### src/rtl/sent_tx_pkg.sv
// Shared types and helpers for the SENT TX fast-channel frame packer.
// Mode encodings follow the load_bit field of the frame request.
package sent_tx_pkg;

    localparam int unsigned DATA_W = 12;
    localparam int unsigned F1_W   = 16;
    localparam int unsigned F2_W   = 12;

    typedef enum logic [2:0] {
        MODE_NONE    = 3'b000,
        MODE_2W      = 3'b001,
        MODE_1W_A    = 3'b010,
        MODE_1W_B    = 3'b011,
        MODE_1W_C    = 3'b100,
        MODE_1W_D    = 3'b101,
        MODE_SPLIT10 = 3'b110,
        MODE_SPLIT8  = 3'b111
    } load_mode_e;

    typedef enum logic [1:0] {
        ST_IDLE    = 2'd0,
        ST_COLLECT = 2'd1,
        ST_PACK    = 2'd2,
        ST_HOLD    = 2'd3
    } state_e;

    typedef struct packed {
        logic [F1_W-1:0] f1;
        logic [F2_W-1:0] f2;
    } frame_t;

    function automatic logic [1:0] words_needed(input load_mode_e mode);
        case (mode)
            MODE_NONE:                          return 2'd0;
            MODE_2W, MODE_SPLIT10, MODE_SPLIT8: return 2'd2;
            default:                            return 2'd1;
        endcase
    endfunction

    // w1 is always the older word; split modes straddle w2 across both channels
    function automatic frame_t pack_frame(input load_mode_e mode,
                                          input logic [DATA_W-1:0] w1,
                                          input logic [DATA_W-1:0] w2);
        frame_t f;
        f = '0;
        case (mode)
            MODE_2W: begin
                f.f1 = {4'b0, w1};
                f.f2 = w2;
            end
            MODE_SPLIT10: begin
                f.f1 = {2'b0, w1, w2[11:10]};
                f.f2 = {2'b0, w2[9:0]};
            end
            MODE_SPLIT8: begin
                f.f1 = {w1, w2[11:8]};
                f.f2 = {4'b0, w2[7:0]};
            end
            default: begin
                f.f1 = {4'b0, w1};
                f.f2 = '0;
            end
        endcase
        return f;
    endfunction

endpackage

### src/rtl/sent_tx_prefetch_q.sv
// Small circular word queue between the TX FIFO and the frame packer.
// One push and up to two pops per cycle; head and next word are visible combinationally.
module sent_tx_prefetch_q
    import sent_tx_pkg::*;
#(
    parameter int unsigned DEPTH = 2
) (
    input  logic                     clk,
    input  logic                     rst_n,
    input  logic                     i_push,
    input  logic [DATA_W-1:0]        i_data,
    input  logic [1:0]               i_pop,
    output logic [$clog2(DEPTH):0]   o_count,
    output logic                     o_full_c,
    output logic [DATA_W-1:0]        o_head_c,
    output logic [DATA_W-1:0]        o_next_c
);

    localparam int unsigned PTR_W = $clog2(DEPTH);
    localparam int unsigned CNT_W = PTR_W + 1;

    logic [DATA_W-1:0] r_mem [DEPTH];
    logic [PTR_W-1:0]  r_wr_ptr;
    logic [PTR_W-1:0]  r_rd_ptr;
    logic [CNT_W-1:0]  r_count;

    // pointers wrap naturally because DEPTH is a power of two
    always_ff @(posedge clk or negedge rst_n) begin
        if (!rst_n) begin
            r_wr_ptr <= '0;
            r_rd_ptr <= '0;
            r_count  <= '0;
            for (int i = 0; i < int'(DEPTH); i++) begin
                r_mem[i] <= '0;
            end
        end else begin
            if (i_push) begin
                r_mem[r_wr_ptr] <= i_data;
            end
            r_wr_ptr <= r_wr_ptr + PTR_W'(i_push);
            r_rd_ptr <= r_rd_ptr + PTR_W'(i_pop);
            r_count  <= r_count + CNT_W'(i_push) - CNT_W'(i_pop);
        end
    end

    assign o_count  = r_count;
    assign o_full_c = (r_count == CNT_W'(DEPTH));
    assign o_head_c = r_mem[r_rd_ptr];
    assign o_next_c = r_mem[r_rd_ptr + PTR_W'(1)];

endmodule

### src/rtl/sent_tx_frame_packer.sv
// SENT TX fast-channel data stage: paced prefetch from the TX FIFO, then per-request
// packing of 1 or 2 words into F1/F2 with a valid/ready hold and an underflow timeout.
module sent_tx_frame_packer
    import sent_tx_pkg::*;
#(
    parameter int unsigned RD_GAP   = 6,
    parameter int unsigned PF_DEPTH = 2,
    parameter int unsigned TIMEOUT  = 64
) (
    input  logic              clk_tx,
    input  logic              reset_n_tx,
    input  logic [2:0]        load_bit_i,
    input  logic              req_i,
    input  logic [DATA_W-1:0] data_fast_i,
    input  logic              fifo_tx_empty_i,
    output logic              read_enable_tx_o,
    output logic [F1_W-1:0]   data_f1_o,
    output logic [F2_W-1:0]   data_f2_o,
    output logic              frame_valid_o,
    input  logic              frame_ready_i,
    output logic              underflow_o,
    output logic              busy_o
);

    localparam int unsigned GAP_W = (RD_GAP > 0) ? $clog2(RD_GAP + 1) : 1;
    localparam int unsigned TO_W  = $clog2(TIMEOUT + 1);
    localparam int unsigned CNT_W = $clog2(PF_DEPTH) + 1;

    state_e            r_state;
    state_e            w_state_nxt;
    load_mode_e        r_mode;
    load_mode_e        w_mode_nxt;
    logic [TO_W-1:0]   r_to_cnt;
    logic [TO_W-1:0]   w_to_nxt;
    logic [GAP_W-1:0]  r_gap;
    logic [DATA_W-1:0] r_w1;
    logic [DATA_W-1:0] r_w2;
    logic [DATA_W-1:0] w_w1_nxt;
    logic [DATA_W-1:0] w_w2_nxt;
    logic [F1_W-1:0]   r_f1;
    logic [F2_W-1:0]   r_f2;
    logic [F1_W-1:0]   w_f1_nxt;
    logic [F2_W-1:0]   w_f2_nxt;
    logic              r_valid;
    logic              w_valid_nxt;
    logic              r_underflow;
    logic              w_underflow_nxt;

    logic              w_pop;
    logic [1:0]        w_consume;
    logic [1:0]        w_need;
    logic [CNT_W-1:0]  w_count;
    logic              w_full;
    logic [DATA_W-1:0] w_head;
    logic [DATA_W-1:0] w_next;
    frame_t            w_frame;

    sent_tx_prefetch_q #(
        .DEPTH (PF_DEPTH)
    ) u_prefetch_q (
        .clk      (clk_tx),
        .rst_n    (reset_n_tx),
        .i_push   (w_pop),
        .i_data   (data_fast_i),
        .i_pop    (w_consume),
        .o_count  (w_count),
        .o_full_c (w_full),
        .o_head_c (w_head),
        .o_next_c (w_next)
    );

    // fullness is judged before this cycle's consumption, so a draining full queue still skips
    assign w_pop = (r_gap == GAP_W'(RD_GAP)) && !fifo_tx_empty_i && !w_full;

    always_ff @(posedge clk_tx or negedge reset_n_tx) begin
        if (!reset_n_tx) begin
            r_gap <= '0;
        end else if (w_pop) begin
            r_gap <= '0;
        end else if (r_gap != GAP_W'(RD_GAP)) begin
            r_gap <= r_gap + GAP_W'(1);
        end
    end

    assign w_need  = words_needed(r_mode);
    assign w_frame = pack_frame(r_mode, r_w1, r_w2);

    always_ff @(posedge clk_tx or negedge reset_n_tx) begin
        if (!reset_n_tx) begin
            r_state <= ST_IDLE;
        end else begin
            r_state <= w_state_nxt;
        end
    end

    always_comb begin
        w_state_nxt     = r_state;
        w_mode_nxt      = r_mode;
        w_to_nxt        = r_to_cnt;
        w_w1_nxt        = r_w1;
        w_w2_nxt        = r_w2;
        w_f1_nxt        = r_f1;
        w_f2_nxt        = r_f2;
        w_valid_nxt     = r_valid;
        w_underflow_nxt = r_underflow;
        w_consume       = 2'd0;
        case (r_state)
            ST_IDLE: begin
                if (req_i && (load_mode_e'(load_bit_i) != MODE_NONE)) begin
                    w_mode_nxt      = load_mode_e'(load_bit_i);
                    w_underflow_nxt = 1'b0;
                    w_to_nxt        = '0;
                    w_state_nxt     = ST_COLLECT;
                end
            end
            ST_COLLECT: begin
                if (w_count >= CNT_W'(w_need)) begin
                    w_consume   = w_need;
                    w_w1_nxt    = w_head;
                    w_w2_nxt    = (w_need == 2'd2) ? w_next : '0;
                    w_state_nxt = ST_PACK;
                end else if (r_to_cnt == TO_W'(TIMEOUT - 1)) begin
                    // count < need here, so whatever is queued is taken and the rest is zero
                    w_consume       = 2'(w_count);
                    w_w1_nxt        = (w_count != '0) ? w_head : '0;
                    w_w2_nxt        = '0;
                    w_underflow_nxt = 1'b1;
                    w_state_nxt     = ST_PACK;
                end else begin
                    w_to_nxt = r_to_cnt + TO_W'(1);
                end
            end
            ST_PACK: begin
                w_f1_nxt    = w_frame.f1;
                w_f2_nxt    = w_frame.f2;
                w_valid_nxt = 1'b1;
                w_state_nxt = ST_HOLD;
            end
            ST_HOLD: begin
                if (frame_ready_i) begin
                    w_f1_nxt    = '0;
                    w_f2_nxt    = '0;
                    w_valid_nxt = 1'b0;
                    w_state_nxt = ST_IDLE;
                end
            end
            default: begin
                w_state_nxt = ST_IDLE;
            end
        endcase
    end

    always_ff @(posedge clk_tx or negedge reset_n_tx) begin
        if (!reset_n_tx) begin
            r_mode      <= MODE_NONE;
            r_to_cnt    <= '0;
            r_w1        <= '0;
            r_w2        <= '0;
            r_f1        <= '0;
            r_f2        <= '0;
            r_valid     <= 1'b0;
            r_underflow <= 1'b0;
        end else begin
            r_mode      <= w_mode_nxt;
            r_to_cnt    <= w_to_nxt;
            r_w1        <= w_w1_nxt;
            r_w2        <= w_w2_nxt;
            r_f1        <= w_f1_nxt;
            r_f2        <= w_f2_nxt;
            r_valid     <= w_valid_nxt;
            r_underflow <= w_underflow_nxt;
        end
    end

    assign read_enable_tx_o = w_pop;
    assign data_f1_o        = r_f1;
    assign data_f2_o        = r_f2;
    assign frame_valid_o    = r_valid;
    assign underflow_o      = r_underflow;
    assign busy_o           = (r_state != ST_IDLE);

endmodule

### config.mk
export PLATFORM = sky130hd
export DESIGN_NAME = sent_tx_frame_packer
export DESIGN_NICKNAME = d
export VERILOG_FILES = /design/src/rtl/sent_tx_pkg.sv /design/src/rtl/sent_tx_prefetch_q.sv /design/src/rtl/sent_tx_frame_packer.sv
export SDC_FILE = /design/constraint.sdc
export NUM_CORES = 1
export LEC_CHECK = 0
export CORE_ASPECT_RATIO = 0.9
export CORE_MARGIN = 10
export CORE_UTILIZATION = 56
export CTS_CLUSTER_SIZE = 40
export DETAILED_ROUTE_END_ITERATION = 8
export PLACE_DENSITY_LB_ADDON = 0.1
export SYNTH_ARGS = -nofsm -noshare
export SYNTH_HDL_FRONTEND = slang
export SYNTH_SLANG_ARGS = --single-unit
### constraint.sdc
create_clock -name clk_tx -period 3.93 [get_ports clk_tx]
set_clock_uncertainty 0.2 [all_clocks]
set_input_delay 0.9825 -clock clk_tx [delete_from_list [all_inputs] [get_ports clk_tx]]
set_output_delay 0.9825 -clock clk_tx [all_outputs]
set_load 0.02 [all_outputs]
==> results.yml <==
global_route:
  grt_max_degree: 62
  grt_use_total_pct: 16.4
  grt_pass1_wl_microns: 16300
  grt_overflow_total: 0
  antenna_found_initial: 0
  grt_pass1_vias: 3286
critical_path:
  cp_data_arrival_time_ns: 2.38
  critical_path.startpoint_type: "input pin"
  worstPathRequired_ns: 2.75
  r2r_slack_ns: 0.86
  r2r-start: "r_mode[2]"
  timing.rr.end: "u_prefetch_q.o_count[1]"
  path_class: "input pin to primary output"
  crit_fanout: 2
  cp-end-kind: "primary output"
  r2r_cells: 11
clock_network:
  cts_made_buffers: 9
  clkSinkCount: 97
  clk_pin_slew_ns: 0.08
  hold_buffers: 0
  clock-root-buffer: "clkbuf_8"
  cts_setup_buffers: 0
  htree_num_levels: 3
  post_cts_resized: 0
  cts_tree: "built"
  clock_path_buffers: 2
  clkLatencyLatePin_ns: 0.35
synthesis:
  yosysTopAreaCell: "dfrtp_1"
  synth_compound_area_share_pct: 13.5
  synth_fp_nets: 442
  ys_seq_elements: 97
  synth_top_family_by_area: "multiplexers"
  synth_top_cells_by_area: "dfrtp_1 53%, mux2i_1 9.0%, mux2_2 6.7%"
  synthMuxAreaShare_pct: 15.9
  synth_area_per_cell_sq_um: 11.2
  synth_area_sq_um: 4560
  synth.yosys.seq_area_share_pct: 53.2
  synth-simple-area-share_pct: 9.49
  synth_fa_ha_area_share_pct: 3.56
  synth_cells: 409
  yosysWarnings: 0
  synthXorXnorAreaFrac_pct: 1.34
  synth_top_cell_area_share_pct: 53.2
  synth_cell_types: 45
drt:
  drc_errors: 0
  wirelength_microns: 9680
  drt_iter0_drc: 100
  via_per_inst: 5.64
  wl_per_cell_microns: 17.3
  ant_nets: 0
  num_vias: 3150
  dr.pass1.iters: 4
placement:
  io_buffers: 51
  globalplace.congestion: 0.785
  dp_hpwl_microns: 7120
  place_area_sq_um: 5170
sta:
  period_share_pct: 90.6
  hold_violations: 0
  fin_crit_ns: 3.56
  setup_viol_count_final: 0
  slew_headroom_pct: 49.1
  rsz0062_at_grt: "false"
  hold_ws_ns: 0.276
  timing_worst_slew_pin_value_ns: 0.763
  tns_ns: 0
  slew_viol_final: 0
  max_freq_mhz: 281
layout:
  drive_gt1_share_pct: 12.8
  final_common_cell: "dfrtp_1"
  finish.utilization_pct: 67.1
  antenna_cells: 0
  final_cell_area_sq_um: 5370
  nets: 490
  fillers: 635
  final_cell_mix: "97 x dfrtp_1, 52 x nand2_1, 50 x clkdlybuf4s50_1"
  area_growth_pct: 17.6
worst_hold_path:
  hold_path_class: "flop to flop"
  hold_path_depth: 1
  hold_end: "u_prefetch_q.r_rd_ptr"
  worstHoldStart: "u_prefetch_q.r_rd_ptr"
floorplanning:
  die_area_sq_um: 12200
  start_util_pct: 57.1
  die_w_microns: 115
  core_area_sq_um: 7990
  die_y_microns: 106
  rows: 31
  top_level_ports: 52
pwr:
  p_per_area_nw_per_um2: 742
  vdd_drop_max_v: 0.000382
  p_leak_nw: 2.41
  p_total_mw: 3.98
run:
  cap_viol_max_count: 0
run_status:
  status: "completed"
-- cells in the mapped netlist (all sizes together) --
cell type	number
xor2	3
o311ai	1
nor3b	1
o2bb2ai	2
and2	2
a221o	1
nand2b	4
a311oi	1
mux2	28
nor2	25
xnor2	4
clkbuf	14
a22o	12
o22ai	1
or3	1
buf	9
dfrtp	97
nand3	4
a21oi	16
a21o	1
or3b	1
nor3	2
o31ai	15
a21boi	3
a211oi	4
a31oi	1
inv	11
o21ai	32
nand4b	1
nor2b	1
ha	13
mux2i	41
o21a	2
nand2	52
nor4b	2
a31o	1
-- cells by family (layout without fill, tap and decap cells) --
family,Yosys count,count (layout)
DFF,97,97
and+or+nand+nor,96,96
AOI/OAI and AO/OA,93,93
muxes,69,69
buffers and inverters,34,85
adders and majority gates,13,13
xor gates and xnor gates,7,7
-- sequential cells by signal, summed over array words and instances (netlist names), 2 cells and up --
register / count
u_prefetch_q.r_mem: 24
data_f1_o: 16
data_f2_o: 12
r_w1: 12
r_w2: 12
r_to_cnt: 7
r_gap: 3
r_mode: 3
r_state: 2
u_prefetch_q.o_count: 2
-- per-stage QoR --
| step | cells | setup slack (ns) |
|---|---|---|
| global placement | 545 | 0.346 |
| global route | 559 | 0.240 |
| CTS | 559 | 0.326 |
| finish | 559 | 0.369 |
| floorplan | 409 | 0.677 |
| detailed placement | 545 | 0.341 |
-- final cells by class --
| cell class | instances | area, sq um | share of cell area (%) |
|---|---|---|---|
| Clock buffer | 12 | 155 | 2.89 |
| Clock inverter | 2 | 38.8 | 0.723 |
| Inverter | 11 | 41.3 | 0.770 |
| Multi-Input combinational cell | 278 | 2000 | 37.3 |
| Sequential cell | 97 | 2430 | 45.2 |
| Tap cell | 99 | 124 | 2.31 |
| Timing Repair Buffer | 60 | 576 | 10.7 |
-- critical path, cell delays in order --
cell	delay [ns]
clkdlybuf4s50_1	0.40
a211oi_1	0.32
clkdlybuf4s50_1	0.67
-- how the worst max path moves through the flow --
stage                     from                    end  slack (ns)  depth (start not counted)
2_1_floorplan  fifo_tx_empty_i  u_prefetch_q.r_mem[0]        0.68                          4
3_3_place_gp   fifo_tx_empty_i       read_enable_tx_o        0.35                          3
6_report       fifo_tx_empty_i       read_enable_tx_o        0.37                          3
4_1_cts        fifo_tx_empty_i       read_enable_tx_o        0.33                          3
5_1_grt        fifo_tx_empty_i       read_enable_tx_o        0.24                          3
3_5_place_dp   fifo_tx_empty_i       read_enable_tx_o        0.34                          3
-- power by group --
part	internal [mW]	switching, mW	total (mW)	leakage, nW
clock	0.324	0.318	0.642	0.0985
sequential	1.32	0.257	1.58	1.27
combinational	0.754	1.01	1.76	1.05
total	2.40	1.58	3.98	2.41
-- routing by layer --
metal	GRT usage (%)	vias to the layer above	share of wire (%)
li1	-	1535	-
met1	20.9	1541	45
met2	26.7	68	48
met3	5.16	6	6.3
met4	3.45	0	0.84
met5	0	-	0
Power figures use the tool's default switching activity.
